==> src/rtl/fwd_hazard_unit_pkg.sv <==
// ---------------------------------------------------------------------------
// fwd_hazard_unit_pkg
//   Shared pipeline defaults for the 5-stage MIPS forwarding/hazard slice:
//   datapath width, register address width, number of result stages after
//   ID, load latency, performance counter width and the forward-select code
//   meaning "take the register file".
// ---------------------------------------------------------------------------
package fwd_hazard_unit_pkg;

    localparam int unsigned DATA_WIDTH_DEF = 32;
    localparam int unsigned REG_AW_DEF     = 5;
    localparam int unsigned DEPTH_DEF      = 3;
    localparam int unsigned LOAD_LAT_DEF   = 1;
    localparam int unsigned CNT_W_DEF      = 16;

    // Forward-select value that picks register-file data; k+1 picks stage k.
    localparam int unsigned FWD_SEL_RF     = 0;

endpackage

==> src/rtl/fwd_hazard_unit_src_sel.sv <==
// ---------------------------------------------------------------------------
// fwd_src_sel
//   Operand resolution for one source register of the instruction in ID.
//   Finds the youngest in-flight producer of the source, decides whether its
//   result is already available at that stage, and muxes the operand.
//
//   Ports:
//     i_src        source register number
//     i_used       source operand is actually read
//     i_rf_data    register-file read data for this source
//     i_stage_data per-stage result bus, stage k at [k*DATA_WIDTH +: DATA_WIDTH]
//     i_ent_valid  scoreboard valid bits, entry k at bit k
//     i_ent_dst    scoreboard destinations, entry k at [k*REG_AW +: REG_AW]
//     i_ent_avail  scoreboard availability stage, entry k at [k*AV_W +: AV_W]
//     o_sel        0 = register file, k+1 = stage k
//     o_opnd       resolved operand
//     o_ready      0 when the youngest producer's data is not available yet
// ---------------------------------------------------------------------------
module fwd_src_sel
    import fwd_hazard_unit_pkg::*;
#(
    parameter int unsigned DATA_WIDTH = DATA_WIDTH_DEF,
    parameter int unsigned REG_AW     = REG_AW_DEF,
    parameter int unsigned DEPTH      = DEPTH_DEF,
    parameter int unsigned AV_W       = $clog2(DEPTH_DEF + 1),
    parameter int unsigned SEL_W      = $clog2(DEPTH_DEF + 1)
) (
    input  logic [REG_AW-1:0]           i_src,
    input  logic                        i_used,
    input  logic [DATA_WIDTH-1:0]       i_rf_data,
    input  logic [DEPTH*DATA_WIDTH-1:0] i_stage_data,
    input  logic [DEPTH-1:0]            i_ent_valid,
    input  logic [DEPTH*REG_AW-1:0]     i_ent_dst,
    input  logic [DEPTH*AV_W-1:0]       i_ent_avail,
    output logic [SEL_W-1:0]            o_sel,
    output logic [DATA_WIDTH-1:0]       o_opnd,
    output logic                        o_ready
);

    logic w_found;
    logic w_live;

    // r0 is hard-wired zero and an unread source never creates a dependency.
    assign w_live = i_used && (i_src != '0);

    always_comb begin
        w_found = 1'b0;
        o_sel   = SEL_W'(FWD_SEL_RF);
        o_opnd  = i_rf_data;
        o_ready = 1'b1;
        // Ascending scan with a found flag: the lowest stage index is the
        // youngest producer and must shadow any older writer of the same reg.
        for (int unsigned k = 0; k < DEPTH; k++) begin
            if (!w_found && w_live && i_ent_valid[k] &&
                (i_ent_dst[k*REG_AW +: REG_AW] == i_src)) begin
                w_found = 1'b1;
                if (k >= 32'(i_ent_avail[k*AV_W +: AV_W])) begin
                    o_sel  = SEL_W'(k + 1);
                    o_opnd = i_stage_data[k*DATA_WIDTH +: DATA_WIDTH];
                end else begin
                    o_ready = 1'b0;
                end
            end
        end
    end

endmodule

==> src/rtl/fwd_hazard_unit.sv <==
// ---------------------------------------------------------------------------
// fwd_hazard_unit
//   Forwarding and load-use hazard unit for the 5-stage MIPS pipeline.
//   Tracks in-flight destination registers in a DEPTH-entry scoreboard that
//   shifts every cycle with the pipeline, resolves both ID source operands,
//   raises a stall when a producer's data is not yet available, and keeps
//   saturating stall/forward event counters.
//
//   Ports:
//     clk_87, rst_87              clock (rising edge), async active-high reset
//     issue_valid_87              ID holds a valid instruction
//     issue_wr_87, issue_load_87  instruction writes a register / is a load
//     issue_dst_87                destination register
//     rs_87, rt_87                source registers
//     rs_used_87, rt_used_87      source operands actually read
//     rf_data_a_87, rf_data_b_87  register-file read data
//     stage_data_87               per-stage results, stage k at [k*DW +: DW]
//     flush_87                    squash the issuing instruction
//     stall_87                    hold PC and IF/ID, bubble into EX
//     fwd_sel_a_87, fwd_sel_b_87  0 = register file, k+1 = stage k
//     opnd_a_87, opnd_b_87        resolved operands
//     wb_en_87, wb_reg_87         oldest entry writes the register file
//     stall_cnt_87, fwd_cnt_87    saturating event counters
// ---------------------------------------------------------------------------
module fwd_hazard_unit
    import fwd_hazard_unit_pkg::*;
#(
    parameter int unsigned DATA_WIDTH = DATA_WIDTH_DEF,
    parameter int unsigned REG_AW     = REG_AW_DEF,
    parameter int unsigned DEPTH      = DEPTH_DEF,
    parameter int unsigned LOAD_LAT   = LOAD_LAT_DEF,
    parameter int unsigned CNT_W      = CNT_W_DEF
) (
    input  logic                          clk_87,
    input  logic                          rst_87,
    input  logic                          issue_valid_87,
    input  logic                          issue_wr_87,
    input  logic                          issue_load_87,
    input  logic [REG_AW-1:0]             issue_dst_87,
    input  logic [REG_AW-1:0]             rs_87,
    input  logic [REG_AW-1:0]             rt_87,
    input  logic                          rs_used_87,
    input  logic                          rt_used_87,
    input  logic [DATA_WIDTH-1:0]         rf_data_a_87,
    input  logic [DATA_WIDTH-1:0]         rf_data_b_87,
    input  logic [DEPTH*DATA_WIDTH-1:0]   stage_data_87,
    input  logic                          flush_87,
    output logic                          stall_87,
    output logic [$clog2(DEPTH+1)-1:0]    fwd_sel_a_87,
    output logic [$clog2(DEPTH+1)-1:0]    fwd_sel_b_87,
    output logic [DATA_WIDTH-1:0]         opnd_a_87,
    output logic [DATA_WIDTH-1:0]         opnd_b_87,
    output logic                          wb_en_87,
    output logic [REG_AW-1:0]             wb_reg_87,
    output logic [CNT_W-1:0]              stall_cnt_87,
    output logic [CNT_W-1:0]              fwd_cnt_87
);

    localparam int unsigned AV_W  = $clog2(DEPTH + 1);
    localparam int unsigned SEL_W = $clog2(DEPTH + 1);

    // Scoreboard, entry k packed at index k of each flattened vector.
    logic [DEPTH-1:0]        r_valid;
    logic [DEPTH*REG_AW-1:0] r_dst;
    logic [DEPTH*AV_W-1:0]   r_avail;

    logic [CNT_W-1:0]        r_stall_cnt;
    logic [CNT_W-1:0]        r_fwd_cnt;

    logic                    w_ready_a;
    logic                    w_ready_b;
    logic                    w_issue_ok;
    logic                    w_ent0_valid;
    logic [AV_W-1:0]         w_ent0_avail;
    logic                    w_fwd_event;

    fwd_src_sel #(
        .DATA_WIDTH (DATA_WIDTH),
        .REG_AW     (REG_AW),
        .DEPTH      (DEPTH),
        .AV_W       (AV_W),
        .SEL_W      (SEL_W)
    ) u_sel_a (
        .i_src        (rs_87),
        .i_used       (rs_used_87),
        .i_rf_data    (rf_data_a_87),
        .i_stage_data (stage_data_87),
        .i_ent_valid  (r_valid),
        .i_ent_dst    (r_dst),
        .i_ent_avail  (r_avail),
        .o_sel        (fwd_sel_a_87),
        .o_opnd       (opnd_a_87),
        .o_ready      (w_ready_a)
    );

    fwd_src_sel #(
        .DATA_WIDTH (DATA_WIDTH),
        .REG_AW     (REG_AW),
        .DEPTH      (DEPTH),
        .AV_W       (AV_W),
        .SEL_W      (SEL_W)
    ) u_sel_b (
        .i_src        (rt_87),
        .i_used       (rt_used_87),
        .i_rf_data    (rf_data_b_87),
        .i_stage_data (stage_data_87),
        .i_ent_valid  (r_valid),
        .i_ent_dst    (r_dst),
        .i_ent_avail  (r_avail),
        .o_sel        (fwd_sel_b_87),
        .o_opnd       (opnd_b_87),
        .o_ready      (w_ready_b)
    );

    // Flush wins over stall: a squashed instruction never needs its operands.
    assign stall_87     = issue_valid_87 && !(w_ready_a && w_ready_b) && !flush_87;
    assign w_issue_ok   = issue_valid_87 && !stall_87 && !flush_87;
    assign w_ent0_valid = w_issue_ok && issue_wr_87 && (issue_dst_87 != '0);
    assign w_ent0_avail = issue_load_87 ? AV_W'(LOAD_LAT) : '0;
    assign w_fwd_event  = w_issue_ok &&
                          ((fwd_sel_a_87 != '0) || (fwd_sel_b_87 != '0));

    assign wb_en_87     = r_valid[DEPTH-1];
    assign wb_reg_87    = r_dst[(DEPTH-1)*REG_AW +: REG_AW];
    assign stall_cnt_87 = r_stall_cnt;
    assign fwd_cnt_87   = r_fwd_cnt;

    // Downstream stages never stall, so the scoreboard shifts every cycle;
    // a stalled or flushed issue simply inserts a bubble at entry 0.
    always_ff @(posedge clk_87 or posedge rst_87) begin
        if (rst_87) begin
            r_valid <= '0;
            r_dst   <= '0;
            r_avail <= '0;
        end else begin
            for (int unsigned k = DEPTH - 1; k >= 1; k--) begin
                r_valid[k]                 <= r_valid[k-1];
                r_dst[k*REG_AW +: REG_AW]  <= r_dst[(k-1)*REG_AW +: REG_AW];
                r_avail[k*AV_W +: AV_W]    <= r_avail[(k-1)*AV_W +: AV_W];
            end
            r_valid[0]          <= w_ent0_valid;
            r_dst[0 +: REG_AW]  <= issue_dst_87;
            r_avail[0 +: AV_W]  <= w_ent0_avail;
        end
    end

    always_ff @(posedge clk_87 or posedge rst_87) begin
        if (rst_87) begin
            r_stall_cnt <= '0;
            r_fwd_cnt   <= '0;
        end else begin
            if (stall_87 && (r_stall_cnt != '1)) begin
                r_stall_cnt <= r_stall_cnt + 1'b1;
            end
            if (w_fwd_event && (r_fwd_cnt != '1)) begin
                r_fwd_cnt <= r_fwd_cnt + 1'b1;
            end
        end
    end

endmodule
==> config.mk <==
export PLATFORM = sky130hd
export DESIGN_NAME = fwd_hazard_unit
export DESIGN_NICKNAME = d
export VERILOG_FILES = /design/src/rtl/fwd_hazard_unit_pkg.sv /design/src/rtl/fwd_hazard_unit_src_sel.sv /design/src/rtl/fwd_hazard_unit.sv
export SDC_FILE = /design/constraint.sdc
export NUM_CORES = 1
export LEC_CHECK = 0
export ABC_AREA = 0
export CORE_AREA = 2 2 114 116
export DETAILED_ROUTE_END_ITERATION = 8
export DIE_AREA = 0 0 116 118
export GPL_TIMING_DRIVEN = 0
export PLACE_DENSITY = 0.84
export SETUP_SLACK_MARGIN = 0.2
export SLEW_MARGIN = 20
export SYNTH_ARGS = -nofsm -noshare
export SYNTH_HDL_FRONTEND = slang
export SYNTH_SLANG_ARGS = --single-unit
==> constraint.sdc <==
create_clock -name clk_87 -period 5 [get_ports clk_87]
set_input_delay 1.25 -clock clk_87 [delete_from_list [all_inputs] [get_ports clk_87]]
set_output_delay 1.25 -clock clk_87 [all_outputs]
set_load 0.01 [all_outputs]
==> results.py <==
metrics = {
    "synthesis": {
        "synth_top_area_cell": "dfrtp_1",
        "synth-edff-count": 0,
        "ys_ff_latch": 51,
        "yosysWarnings": 0,
        "async_flop_share_pct": 100,
        "yosysUniqueCellTypes": 38,
        "avgSynthCellArea_um2": 8.84,
        "yosys.area.top_type_share_pct": 27.6,
        "synthFlopType": "dfrtp_1",
        "ys_seq_area_share_pct": 27.6,
        "ys_top_cells_by_area": "dfrtp_1, mux2_2, mux2i_1",
        "synthCells": 522,
        "syn-cell-area_um2": 4620,
        "synth_nets": 707,
    },
    "sta": {
        "fin_crit_sh_pct": 96.0,
        "finalCriticalPeriod_ns": 4.80,
        "fin_worst_skew_ns": 0.00608,
        "final_max_slew_viol_count": 0,
        "maxSlewHeadroom_pct": 69.6,
        "fin_tns_setup_ns": 0,
        "clock.fmax_ghz": 0.208,
        "rsz0062_at_grt": "true",
        "setup_violations": 0,
        "max_slew.worst_pin.slew_ns": 0.456,
        "hold_viol_final": 0,
    },
    "hold_path": {
        "min-delay-path-class": "reg -> reg",
    },
    "power_and_ir_drop": {
        "p_leak_nw": 3.36,
        "power_mw": 1.12,
        "worst_ir_drop_vdd_v": 0.000258,
        "p_per_area_nw_per_um2": 135,
    },
    "floorplanning": {
        "die_w_um": 116,
        "io_pins": 290,
        "die_h_um": 118,
        "rows": 41,
        "die-area_um2": 13700,
        "start_util_pct": 37.2,
        "core_area_um2": 12400,
    },
    "run": {
        "cap_violations": 0,
    },
    "finish": {
        "final_common_cell": "clkdlybuf4s50_1",
        "mostFrequentLayoutCells": "clkdlybuf4s50_1, mux2_2, mux2i_1, dfrtp_1, nor2_1",
        "fin_nets": 1031,
        "syn_to_final_growth_pct": 79.6,
        "drive_gt1_share_pct": 25.9,
        "finalNonFillerCells": 1022,
    },
    "placement": {
        "routabilityCongestion": 0.904,
        "io_buffers": 289,
        "dp_cells": 984,
        "hpwlAfterDp_um": 14900,
    },
    "drt": {
        "firstDrtPassIters": 5,
        "remaining_drc_errors": 0,
        "drt_iter0_markers": 352,
        "wire_per_inst_um": 18.9,
        "via_count": 5218,
        "detail-route-antenna-nets": 0,
        "wirelength_um": 19300,
        "vias_per_cell": 5.11,
    },
    "worst_setup_path": {
        "crit_required_ns": 3.75,
        "critical_path_class": "in -> out",
        "cp.arrival_ns": 3.55,
        "cp-end-kind": "primary output",
        "critPathMaxFanout": 8,
        "start_kind": "primary input",
    },
    "run_status": {
        "outcome": "finished clean",
    },
    "global_routing": {
        "grt_max_degree": 35,
        "track_usage_pct": 26.6,
        "grt_pass1_wl_um": 28600,
        "antenna_found_initial": 3,
        "grt_pass1_vias": 5212,
        "gr-total-overflow": 0,
    },
    "clock_network": {
        "numClockSinks": 51,
        "clock_latency_ns": 0.30,
        "root_buffer": "clkbuf_16",
        "cts_inserted_buffers": 5,
        "path_clk_slew_ns": 0.07,
        "cts_buffer_depth": 2,
        "htree_levels": 2,
        "cts_tree": "done",
    },
}
-- report_power, final --
group / internal, mW / total (mW) / switching (mW)
sequential: 0.422 / 0.434 / 0.0119
clock: 0.188 / 0.340 / 0.153
combinational: 0.216 / 0.347 / 0.131
total: 0.826 / 1.12 / 0.296
-- layer usage --
| layer | vias up | part of all wire, % | GRT usage (%) |
|---|---|---|---|
| met4 | 0 | 2.8 | 9.23 |
| li1 | 2501 | - | - |
| met2 | 205 | 49 | 45.8 |
| met5 | - | 0 | 0 |
| met1 | 2478 | 40 | 31.4 |
| met3 | 34 | 8.4 | 7.36 |
-- flip-flops by register name (all words and copies together) (netlist names) --
signal        count
r_valid           3
fwd_cnt_87       16
stall_cnt_87     16
r_avail           1
r_dst            15
-- repair_timing --
action,4_1_cts,5_1_grt
buffers inserted,21,1
endpoints found under the setup margin,67,63
pin swaps,9,14
resized for setup,292,56
gates cloned,5,0
hold buffers,0,0
-- final timing paths --
path,depth (start not counted),to,from,slack (ns)
min in group asynchronous,2,fwd_cnt_87[2]$_DFFE_PP0P_,rst_87,1.26
setup reg to reg,9,stall_cnt_87[12]$_DFFE_PP0P_,r_dst[2]$_DFF_PP0_,2.07
max in group asynchronous,3,stall_cnt_87[8]$_DFFE_PP0P_,rst_87,3.24
hold reg to reg,0,r_valid[2]$_DFF_PP0_,r_valid[1]$_DFF_PP0_,0.39
setup / recovery,11,opnd_a_87[10],rs_87[4],0.20
hold / removal,0,r_valid[2]$_DFF_PP0_,r_valid[1]$_DFF_PP0_,0.39
-- critical path, stage by stage --
cell	delay (ns)
clkbuf_4	0.15
xor2_2	0.17
nor4_2	0.28
or3b_4	0.45
nor2_4	0.11
buf_12	0.15
bufbuf_16	0.27
mux2i_4	0.22
o21ai_1	0.08
mux2_2	0.26
buf_2	0.15
-- through the flow --
step,utilization (%),hold WS [ns],setup slack (ns),instance area [um2]
2_1_floorplan,-,0.359,0.591,4620
3_3_place_gp,62.2,0.379,-1.17,7720
3_5_place_dp,62.4,0.376,-1.19,7740
4_1_cts,67.0,0.392,0.131,8320
5_1_grt,66.8,0.399,0.126,8290
6_report,66.8,0.392,0.200,8290
-- Yosys cell counts, drive strengths merged, types with 3 or more instances --
| library cell | n |
|---|---|
| a21oi | 34 |
| and2 | 6 |
| and3 | 14 |
| buf | 12 |
| clkbuf | 21 |
| dfrtp | 51 |
| inv | 9 |
| mux2 | 66 |
| mux2i | 65 |
| nand2 | 44 |
| nand3 | 14 |
| nand4 | 10 |
| nor2 | 48 |
| nor3 | 3 |
| nor4 | 7 |
| o21ai | 37 |
| or4 | 4 |
| xnor2 | 25 |
| xor2 | 33 |
-- cell families after synthesis --
group,share of synthesized area [%]
buffers and inverters,4.01
XOR/XNOR,11.0
adder cells (fa/ha/maj),0.542
flip-flops,27.6
AO/OA/AOI/OAI,9.08
AND/OR/NAND/NOR,17.5
multiplexers,30.2
-- final cells by class --
type	count	area [um2]
fill	989	4120
multi-input combinational	429	3300
timing repair buffer	317	2990
sequential	51	1280
buffer	33	323
tap	172	215
clock buffer	6	129
inverter	9	33.8
clock inverter	2	17.5
antenna	3	7.51
Power figures use the tool's default switching activity.
